File: src/rtl/writeback_queue.sv
// Writeback queue: buffers register-file writeback requests in a circular FIFO
// and retires them one per cycle whenever the register-file write port is granted.
// Also reports whether a queried register still has an unretired write queued.
//
// Ports:
//   clk, rst_n              clock, asynchronous active-low reset
//   InValid/InReady         request handshake from the producer
//   InRegister/InData       destination register and data of the offered request
//   WbEnable                register-file write port granted this cycle
//   RegWrite                write strobe to the register file
//   WriteRegister/WriteData head entry (0/0 when empty)
//   QueryRegister1/2        registers being read by decode
//   Pending1/2              queried register has a queued write
//   Count                   number of valid entries
module writeback_queue #(
    parameter int DEPTH = 4
) (
    input  logic                     clk,
    input  logic                     rst_n,
    input  logic                     InValid,
    output logic                     InReady,
    input  logic [4:0]               InRegister,
    input  logic [31:0]              InData,
    input  logic                     WbEnable,
    output logic                     RegWrite,
    output logic [4:0]               WriteRegister,
    output logic [31:0]              WriteData,
    input  logic [4:0]               QueryRegister1,
    input  logic [4:0]               QueryRegister2,
    output logic                     Pending1,
    output logic                     Pending2,
    output logic [$clog2(DEPTH):0]   Count
);

    localparam int AW = $clog2(DEPTH);

    logic [AW-1:0]  rd_ptr;
    logic [AW-1:0]  wr_ptr;
    logic [AW:0]    count;
    logic [DEPTH-1:0] valid;
    logic [4:0]     reg_mem  [DEPTH];
    logic [31:0]    data_mem [DEPTH];

    logic push;
    logic pop;
    logic hit1;
    logic hit2;

    always_comb begin
        InReady  = (count < (AW+1)'(DEPTH));
        RegWrite = WbEnable && (count != '0);
        // Requests to register 0 complete the handshake but are never stored.
        push     = InValid && InReady && (InRegister != 5'd0);
        pop      = RegWrite;
        Count    = count;

        WriteRegister = 5'd0;
        WriteData     = 32'd0;
        if (count != '0) begin
            WriteRegister = reg_mem[rd_ptr];
            WriteData     = data_mem[rd_ptr];
        end

        hit1 = 1'b0;
        hit2 = 1'b0;
        for (int i = 0; i < DEPTH; i++) begin
            if (valid[i] && (reg_mem[i] == QueryRegister1)) hit1 = 1'b1;
            if (valid[i] && (reg_mem[i] == QueryRegister2)) hit2 = 1'b1;
        end
        Pending1 = hit1 && (QueryRegister1 != 5'd0);
        Pending2 = hit2 && (QueryRegister2 != 5'd0);
    end

    // Control state: pointers, occupancy and per-entry valid bits.
    always_ff @(posedge clk or negedge rst_n) begin
        if (!rst_n) begin
            rd_ptr <= '0;
            wr_ptr <= '0;
            count  <= '0;
            valid  <= '0;
        end else begin
            if (pop) begin
                rd_ptr        <= rd_ptr + AW'(1);
                valid[rd_ptr] <= 1'b0;
            end
            if (push) begin
                wr_ptr        <= wr_ptr + AW'(1);
                valid[wr_ptr] <= 1'b1;
            end
            case ({push, pop})
                2'b10:   count <= count + (AW+1)'(1);
                2'b01:   count <= count - (AW+1)'(1);
                default: count <= count;
            endcase
        end
    end

    // Entry payload needs no reset; the valid bits qualify it.
    always_ff @(posedge clk) begin
        if (push) begin
            reg_mem[wr_ptr]  <= InRegister;
            data_mem[wr_ptr] <= InData;
        end
    end

endmodule

File: config.mk
export PLATFORM = sky130hd
export DESIGN_NAME = writeback_queue
export DESIGN_NICKNAME = d
export VERILOG_FILES = /design/src/rtl/writeback_queue.sv
export SDC_FILE = /design/constraint.sdc
export NUM_CORES = 1
export LEC_CHECK = 0
export ABC_AREA = 1
export ABC_CLOCK_PERIOD_IN_PS = 5400
export BUFFER_PORTS_ARGS = -buffer_cell sky130_fd_sc_hd__buf_2
export CAP_MARGIN = 20
export CORE_UTILIZATION = 30
export CTS_BUF_LIST = sky130_fd_sc_hd__clkbuf_4 sky130_fd_sc_hd__clkbuf_8
export DETAILED_ROUTE_END_ITERATION = 8
export GPL_ROUTABILITY_DRIVEN = 0
export GPL_TIMING_DRIVEN = 1
export PLACE_DENSITY = 0.56
export SLEW_MARGIN = 20
export SYNTH_ARGS = -nofsm -noshare
export SYNTH_HDL_FRONTEND = slang
export SYNTH_SLANG_ARGS = --single-unit
File: constraint.sdc
create_clock -name clk -period 5.4 [get_ports clk]
set_clock_uncertainty 0.2 [all_clocks]
set_input_delay 1.08 -clock clk [delete_from_list [all_inputs] [get_ports clk]]
set_output_delay 1.08 -clock clk [all_outputs]
set_load 0.05 [all_outputs]
After elaboration in Yosys (flattened, before gate mapping)
Memories as Yosys holds them, arrays and structs flattened.
Cells that the tools add are included.
{"block": "word_totals", "ff_bits": 11, "mem_bits_rw": 148, "in_bits": 51, "elab_cells": 67, "memories": 2}
{"block": "classes", "n_addsub": 4, "n_lt_le_gt_ge": 5, "n_eq_ne": 10, "n_mux": 19, "n_bitwise": 3, "reduce_logical": 20}
{"name": "data_mem", "depth": 4, "width": 32, "read_ports": 1, "rd_clocked_by_memory_dff": 0, "wr": 1, "line": "42", "text": "logic [31:0] data_mem [DEPTH];"}
{"name": "reg_mem", "depth": 4, "width": 5, "read_ports": 5, "rd_clocked_by_memory_dff": 0, "wr": 1, "line": "41", "text": "logic [4:0] reg_mem [DEPTH];"}
{"op": "5-bit == test", "count": 8}
{"op": "32-bit two-way mux", "count": 1}
{"op": "1-bit logical AND", "count": 15}
{"op": "5-bit nonzero test", "count": 3}
{"op": "1-bit two-way mux", "count": 12}
{"op": "4-bit two-way mux", "count": 2}
{"op": "2-bit by 3-bit < comparator with 1-bit output (second input constant)", "count": 2}
{"op": "3-bit one-hot mux with 2 select lines", "count": 1}
{"op": "5-bit two-way mux", "count": 1}
{"op": "2-bit by 1-bit adder with 2-bit output (second input constant)", "count": 2}
{"op": "4-bit bitwise AND", "count": 1}
{"op": "1-bit demux with 2-bit select", "count": 2}
{"op": "2-bit by 1-bit >= comparator with 1-bit output (second input constant)", "count": 2}
{"op": "4-bit inverter", "count": 1}
{"op": "4-bit bitwise OR", "count": 1}
{"op": "3-bit by 1-bit adder with 3-bit output (second input constant)", "count": 1}
{"op": "3-bit < comparator (second input constant)", "count": 1}
{"op": "3-bit nonzero test", "count": 1}
{"op": "3-bit by 1-bit subtractor with 3-bit output (second input constant)", "count": 1}
{"op": "2-bit by 1-bit == test with 1-bit output (second input constant)", "count": 1}
{"op": "2-bit == test (second input constant)", "count": 1}
{"op": "2-bit nonzero test", "count": 1}

Longest topological paths before layout
Gate-level depths: netlist of run 1.
{"block": "logic_depth", "word_depth": 9, "depth_mapped": 10, "depth_no_buf": 10}

Worst setup path after synthesis of run 1
OpenSTA, ideal clock, no wires.
{"block": "synth_timing", "path_type": "input to register", "from": "input port InRegister[3]", "to": "memory data_mem[0][0] (enable)", "setup_time_ps": 431, "t_arrival_ps": 3027, "slack_ps": 1742, "cell_stages": 5, "n_path_buf": 1, "path_cell_list": "nor3_1 -> nand2_1 -> nand3_1 -> buf_2 -> nor2_1"}
{"block": "synth_via", "elab_chain_cells": 4}
{"element": "start: declaration", "line": "22", "text": "input logic [4:0] InRegister,"}
{"element": "5-bit nonzero test", "line": "53", "text": "push = InValid && InReady && (InRegister != 5'd0);"}
{"element": "1-bit logical AND", "line": "53"}
{"element": "1-bit two-way mux", "line": "100", "text": "if (push) begin"}
{"element": "1-bit two-way mux (not written as such)", "line": "102", "text": "data_mem[wr_ptr] <= InData;"}
{"element": "end: declaration", "line": "42"}
No other way between the ends.

Final worst setup path of run 1
{"block": "layout_timing", "from": "register rd_ptr[0]", "to": "output port WriteData[5]"}
{"block": "layout_via", "elab_chain_cells": 2}
{"element": "start: declaration", "line": "37", "text": "logic [AW-1:0] rd_ptr;"}
{"element": "start signal: assignment", "line": "83", "text": "rd_ptr <= rd_ptr + AW'(1);"}
{"element": "memory read 4 x 32 bit"}
{"element": "32-bit two-way mux", "line": "59", "text": "if (count != '0) begin"}
{"element": "end: declaration", "line": "27", "text": "output logic [31:0] WriteData,"}
No other way between the ends.

==> results.md, run 1 <==
- Worst Hold Class: in -> async
- Final min period: 3850 ps
- Post-route clock period utilization: 0.713
- Seq/Total Area, Yosys: 0.668
- Post-synth net total: 746
- Critical Path Sink Type: primary output
- Mapped cell area: 7060 um^2
- PortBufs: 94
- CP Cell Sequence: inv_2 -> buf_4 -> o21ai_0 -> a21oi_1 -> buf_2
- DR pass1 iterations: 4
- Number of DRC markers in iteration 0: 341
- Final setup TNS: 0 ps
- R2R depth: 4
- Distinct cells, synth: 21
- RR Endpoint: data_mem[2][11]
- # IOs: 95
- Maximum clock path buffer count: 2
- CP startpoint kind: register
- Die Ht: 155 um
- DR vias: 4883
- First-pass GRT wire length: 25800 um
- Status: completed
- Slew Limit Fails: 0
- Clk Tree Root Cell: clkbuf_8
- Crit-path max FO: 55
- Initial Util: 0.309
- Post-synthesis register bit count: 159
- Post-CTS setup buffer count: 0
- Largest cells by area after synthesis: edfxtp_1 63%, nor2_1 9.0%, nand2_1 6.4%, o21ai_0 4.1%, dfrtp_1 3.9%
- Area share of the largest cell type after synthesis: 0.629
- Routed wire length: 16600 um
- Clk_lat worst skew: 450 ps
- Tightest Pin Transition: 957 ps
- Mean Syn Cell Area: 10.3 um^2
- Cells after synthesis: 685
- P_leak: 3.24 nW
- Clock slew at reported path FFs: 80 ps
- RSZ-0062 raised after global routing: false
- Core area: 22800 um^2
- PD cells: 595 nW/um^2
- Post-DP HPWL: 10600 um
- Routed len/inst: 15.1 um
- Via density: 4.44
- Slew margin rel.: 0.362
- Gr usage total: 0.143
- Maximum vdd drop: 0.000554 V
- Post-route ant nets: 0
- Cell taking the most area after synthesis: edfxtp_1
- Site row count: 55
- GRT overflow: 0
- Critical R2R Launch: Count[2]
- Initial antenna violation count: 2
- N_diodes: 0
- TritonCTS clock tree: done
- Final Total Pwr: 4.89 mW
- Die width: 155 um
- Final #Nets: 837
- Register-to-register path setup slack: 2630 ps
- Area occupied by multi-input gates: 2030 um^2
- # DRC: 0
- Vias in the first global route: 4824
- Reg area: 4720 um^2
- Share of layout cells above drive strength 1: 0.176
- Max stage delay on crit path: 670 ps
- H-tree depth: 4
- CTS Hold Buffers Added: 0
- Critical Path AT: 2570 ps
- Fillers: 2347
- Setup Viol. Count Final: 0
- TritonCTS Buffers: 17
- P&R area growth vs syn: 16.5%
- Pin count of the biggest net entering global routing: 77
- CTS Sinks: 159
- Slowest-stage cell, CP: inv_2
- CP Class: reg -> out
- Fin. Hold Viols: 0
- Max-cap violations: 0
- PostCTS Resize Cnt: 0
- DIE AREA: 24200 um^2
- CP required: 4120 ps
- Yosys Warn Count: 0
- Maximum clock rate: 260 MHz
synth_stat cells, drive strengths merged:
library cell	instances
buf	23
nor2	170
nand2	120
a21oi	49
o21ai	85
edfxtp	148
fa	1
inv	43
nor3	3
dfrtp	11
clkbuf	7
xor2	3
xnor2	1
nand3	12
ha	9
cell type report:
class,instances,share of cell area
Sequential cell,159,0.574
Clock inverter,13,0.0179
Clock buffer,18,0.0294
Multi-Input combinational cell,453,0.247
Tap cell,313,0.0476
Inverter,43,0.0196
Timing Repair Buffer,102,0.0645
report_power, final:
group	total (mW)	internal (mW)	switching [mW]	leakage [nW]
Combinational	2.40	0.535	1.87	1.57
Clock	0.870	0.452	0.418	0.199
Sequential	1.62	1.55	0.0748	1.47
metal layers:
layer	part of all wire	global-route usage	vias up	wire (um)
met1	0.46	0.184	2263	7730
met3	0.046	0.0304	18	758
li1	-	-	2484	-
met2	0.48	0.239	114	7900
met5	0.0016	0	-	27
met4	0.013	0.0500	4	215
state kept, by name, indices dropped and copies added, names as in the netlist:
signal,cells
wr_ptr,2
data_mem,128
valid,4
Count,3
reg_mem,20
rd_ptr,2
worst max-delay path: cells and delay by family (launching register included):
family	cells	cell delay, ps
buffers and inverters	3	1360
AOI/OAI and AO/OA	2	320
DFF	1	410
metrics by stage:
step | instance area (um^2) | setup WS [ps] | std cells | hold WS (ps) | utilization
3_5_place_dp | 7840 | 1800 | 1070 | 283 | 0.343
3_3_place_gp | 7840 | 1860 | 1070 | 287 | 0.343
2_1_floorplan | 7060 | 1740 | 685 | 273 | -
4_1_cts | 8230 | 1480 | 1101 | 271 | 0.360
5_1_grt | 8230 | 1290 | 1101 | 279 | 0.360
6_report | 8230 | 1550 | 1101 | 292 | 0.360
cell families (layout without fill, tap and decap cells):
| family | after synthesis | after routing | share of synthesized area |
|---|---|---|---|
| flip-flops | 159 | 159 | 0.668 |
| adder cells (fa/ha/maj) | 10 | 10 | 0.0188 |
| AND/OR/NAND/NOR | 305 | 305 | 0.165 |
| AO/OA/AOI/OAI | 134 | 134 | 0.0950 |
| XOR/XNOR | 4 | 4 | 0.00496 |
| buffers and inverters | 73 | 176 | 0.0482 |
worst max path at each step:
stage | start | cells after the start | endpoint | slack [ps]
after floorplan | InRegister[3] | 5 | data_mem[0][0] | 1740
after global placement | InRegister[0] | 6 | data_mem[2][16] | 1860
after detailed placement | InRegister[0] | 6 | data_mem[2][16] | 1800
after CTS | rd_ptr[0] | 5 | WriteData[6] | 1480
after global routing | rd_ptr[0] | 5 | WriteData[5] | 1290
final | rd_ptr[0] | 5 | WriteData[5] | 1550
layout by cell type (no fill, tap or decap), drive strengths merged:
cell type and instances:
nor3 3, o21ai 85, clkinvlp 2, ha 9, nand2 120, clkinv 8, fa 1, bufinv 3
nor2 170, inv 43, nand3 12, clkbuf 18, edfxtp 148, buf 102, dfrtp 11, xor2 3
a21oi 49, xnor2 1
No activity file was read; power rests on OpenSTA's default activity.
==> run 2: changes to the inputs <==
--- a/config.mk
+++ b/config.mk
@@ -5,8 +5,8 @@
 export SDC_FILE = /design/constraint.sdc
 export NUM_CORES = 1
 export LEC_CHECK = 0
-export ABC_AREA = 1
-export ABC_CLOCK_PERIOD_IN_PS = 5400
+export ABC_AREA = 0
+export ABC_CLOCK_PERIOD_IN_PS = 3840
 export BUFFER_PORTS_ARGS = -buffer_cell sky130_fd_sc_hd__buf_2
 export CAP_MARGIN = 20
 export CORE_UTILIZATION = 30
==> constraint.sdc (replaced) <==
create_clock -name clk -period 3.84 [get_ports clk]
set_clock_uncertainty 0.2 [all_clocks]
set_input_delay 0.768 -clock clk [delete_from_list [all_inputs] [get_ports clk]]
set_output_delay 0.768 -clock clk [all_outputs]
set_load 0.05 [all_outputs]
==> run 2 against run 1 <==
Net effect: design area shrank 4.0%; sequential cell count is the same; register-to-register slack lost 1300 ps; utilization grew 0.080 points; count of clock-buffer cells in the layout unchanged; largest cell class unchanged; routed wire length fell by 16%; critical path type unchanged; sequential power up 49%; sequential share of layout area is 2.4 points higher; highest routed layer unchanged; area after synthesis fell by 4.6%; global-route usage is 1.6 points lower; synthesized cell count is 47% lower; non-clock buffer count down 4.
==> results.md, run 2 <==
- Status: completed
- Logic pwr share: 0.433
- PortBufs: 94
- Largest cells by area after synthesis: edfxtp_1 66%, mux4_2 12%, xor2_1 4.3%, dfrtp_1 4.1%, nor2b_1 3.5%
- Worst Hold Class: in -> reg
- Reg with most FFs: data_mem
- Cells after synthesis: 364
- Count leader, synth: edfxtp_1
- CP Cell Sequence: buf_12 -> mux4_2 -> nor2b_1 -> buf_2
- PD cells: 804 nW/um^2
- Seq/Total Area, Yosys: 0.700
- # IOs: 95
- Post-route ant nets: 0
- Main synth FF type: edfxtp_1
- Post-DP HPWL: 8510 um
- Max FFs per register: 128
- TritonCTS Buffers: 17
- DR vias: 3508
- Post-synth net total: 425
- Sw frac: 0.422
- Area occupied by multi-input gates: 1880 um^2
- Reg area: 4720 um^2
- P&R area growth vs syn: 17.2%
- Critical Path Sink Type: primary output
- Slew Limit Fails: 0
- Die Ht: 152 um
- Post-synth EDFFs: 148
- Setup Viol. Count Final: 0
- Commonest cells in the netlist: 148 x edfxtp_1, 38 x nor2b_1, 37 x mux4_2, 33 x xor2_1, 16 x clkbuf_1
- Fillers: 2126
- PostCTS Resize Cnt: 0
- WHS: 336 ps
- RSZ-0062 raised after global routing: false
- GRT overflow: 0
- Register-to-register path setup slack: 1370 ps
- Pin count of the biggest net entering global routing: 39
- Post-synthesis register bit count: 159
- Area share of the largest cell type after synthesis: 0.660
- P_leak: 2.79 nW
- Pint: 3.67 mW
- Final Total Pwr: 6.35 mW
- Max stage delay on crit path: 740 ps
- Crit-path max FO: 21
- R2R depth: 8
- Commonest non-fill, non-tap cell in the layout: edfxtp_1
- CTS Hold Buffers Added: 1
- Commonest non-fill, non-tap cells in the layout: 148 x edfxtp_1, 94 x buf_2, 38 x nor2b_1
- Site row count: 54
- Mapped cell area: 6740 um^2
- Core area: 21900 um^2
- Final setup TNS: 0 ps
- Critical Path AT: 2390 ps
- Net Switching: 2.68 mW
- Vias in the first global route: 3837
- Fin. Hold Viols: 0
- Mean Syn Cell Area: 18.5 um^2
- Design Area, Final: 7900 um^2
- Tightest Pin Transition: 710 ps
- Sequential Power Share: 0.379
- Clock slew at reported path FFs: 90 ps
- H-tree depth: 4
- Slew margin rel.: 0.526
- Max-cap violations: 0
- Die width: 152 um
- Post-CTS setup buffer count: 0
- CP startpoint: rd_ptr[0]
- Final min period: 3350 ps
- Initial Util: 0.308
- CP startpoint kind: register
- Slowest-stage cell, CP: dfrtp_4
- Post-route clock period utilization: 0.873
- CP Class: reg -> out
- Clk_lat worst skew: 450 ps
- Final #Nets: 519
- # DRC: 0
- CP Capture Point: WriteData[21]
- First-pass GRT wire length: 21700 um
- TritonCTS clock tree: done
- Via density: 4.67
- Distinct cells, synth: 27
- Dpl cell area: 7510 um^2
- Clk Tree Root Cell: clkbuf_8
- Maximum vdd drop: 0.000416 V
- Share of layout cells above drive strength 1: 0.368
- DR pass1 iterations: 4
- Clock share of power: 0.188
- CTS Sinks: 159
- Async SR Flop Fraction: 0.0692
- Number of DRC markers in iteration 0: 174
- RR Endpoint: Count[2]
- CP required: 2870 ps
- DIE AREA: 23100 um^2
- Yosys Warn Count: 0
- Maximum clock path buffer count: 2
- Initial antenna violation count: 2
- Cell taking the most area after synthesis: edfxtp_1
- Maximum clock rate: 298 MHz
- Gr usage total: 0.127
- Critical R2R Launch: Count[0]
- Leading registers by flop count: data_mem: 128 flops, reg_mem: 20 flops, valid: 4 flops
- Routed wire length: 14000 um
- Core Util, Final: 0.361
- Routed len/inst: 18.6 um
## run 2: cell type report
cell class	instances	share of cell area
Antenna cell	1	0.000317
Clock buffer	18	0.0306
Clock inverter	13	0.0176
Inverter	9	0.00428
Multi-Input combinational cell	173	0.238
Sequential cell	159	0.598
Tap cell	280	0.0444
Timing Repair Buffer	98	0.0668
## run 2: power groups by stage
stage               logic [mW]  clock network, mW  registers (mW)
floorplan                 2.20                  0            2.35
global placement          2.78                  0            2.45
detailed placement        2.80                  0            2.46
CTS                       2.81               1.24            2.42
global route              2.94               1.30            2.45
finish                    2.75               1.19            2.41
## run 2: metal layers
layer	track usage	wire length (um)
met1	0.148	5930
met2	0.218	7070
met3	0.0431	709
met4	0.0452	238
met5	0	13
## run 2: cells by family (layout without fill, tap and decap cells)
| group | count (synthesis) | after routing | synth area share |
|---|---|---|---|
| flops | 159 | 159 | 0.700 |
| simple gates | 71 | 71 | 0.0635 |
| xor+xnor | 45 | 45 | 0.0585 |
| mux | 38 | 38 | 0.125 |
| buf+inv | 32 | 138 | 0.0214 |
| fa+ha+maj | 10 | 10 | 0.0197 |
| compound gates | 9 | 9 | 0.0113 |
| other cells | 0 | 1 | 0 |
## run 2: per-stage QoR
| step | setup slack, ps | std cells |
|---|---|---|
| final | 486 | 751 |
| after global routing | 291 | 750 |
| after CTS | 355 | 750 |
| after detailed placement | 756 | 718 |
| after global placement | 807 | 718 |
| after floorplan | 940 | 364 |
## run 2: worst min-delay path by stage
stage,startpoint,end,slack (ps),cells after the start
finish,InData[30],data_mem[2][30],340,1
global route,InData[20],data_mem[2][20],300,1
CTS,InData[30],data_mem[1][30],290,1
detailed placement,valid[2],valid[2],320,1
global placement,valid[2],valid[2],310,1
floorplan,rst_n,Count[0],270,0
## run 2: worst max-delay path, delay by kind of cell (launching register included)
family | cells | cell delay (ps)
muxes | 1 | 510
DFF | 1 | 740
buffers and inverters | 2 | 510
and+or+nand+nor | 1 | 160
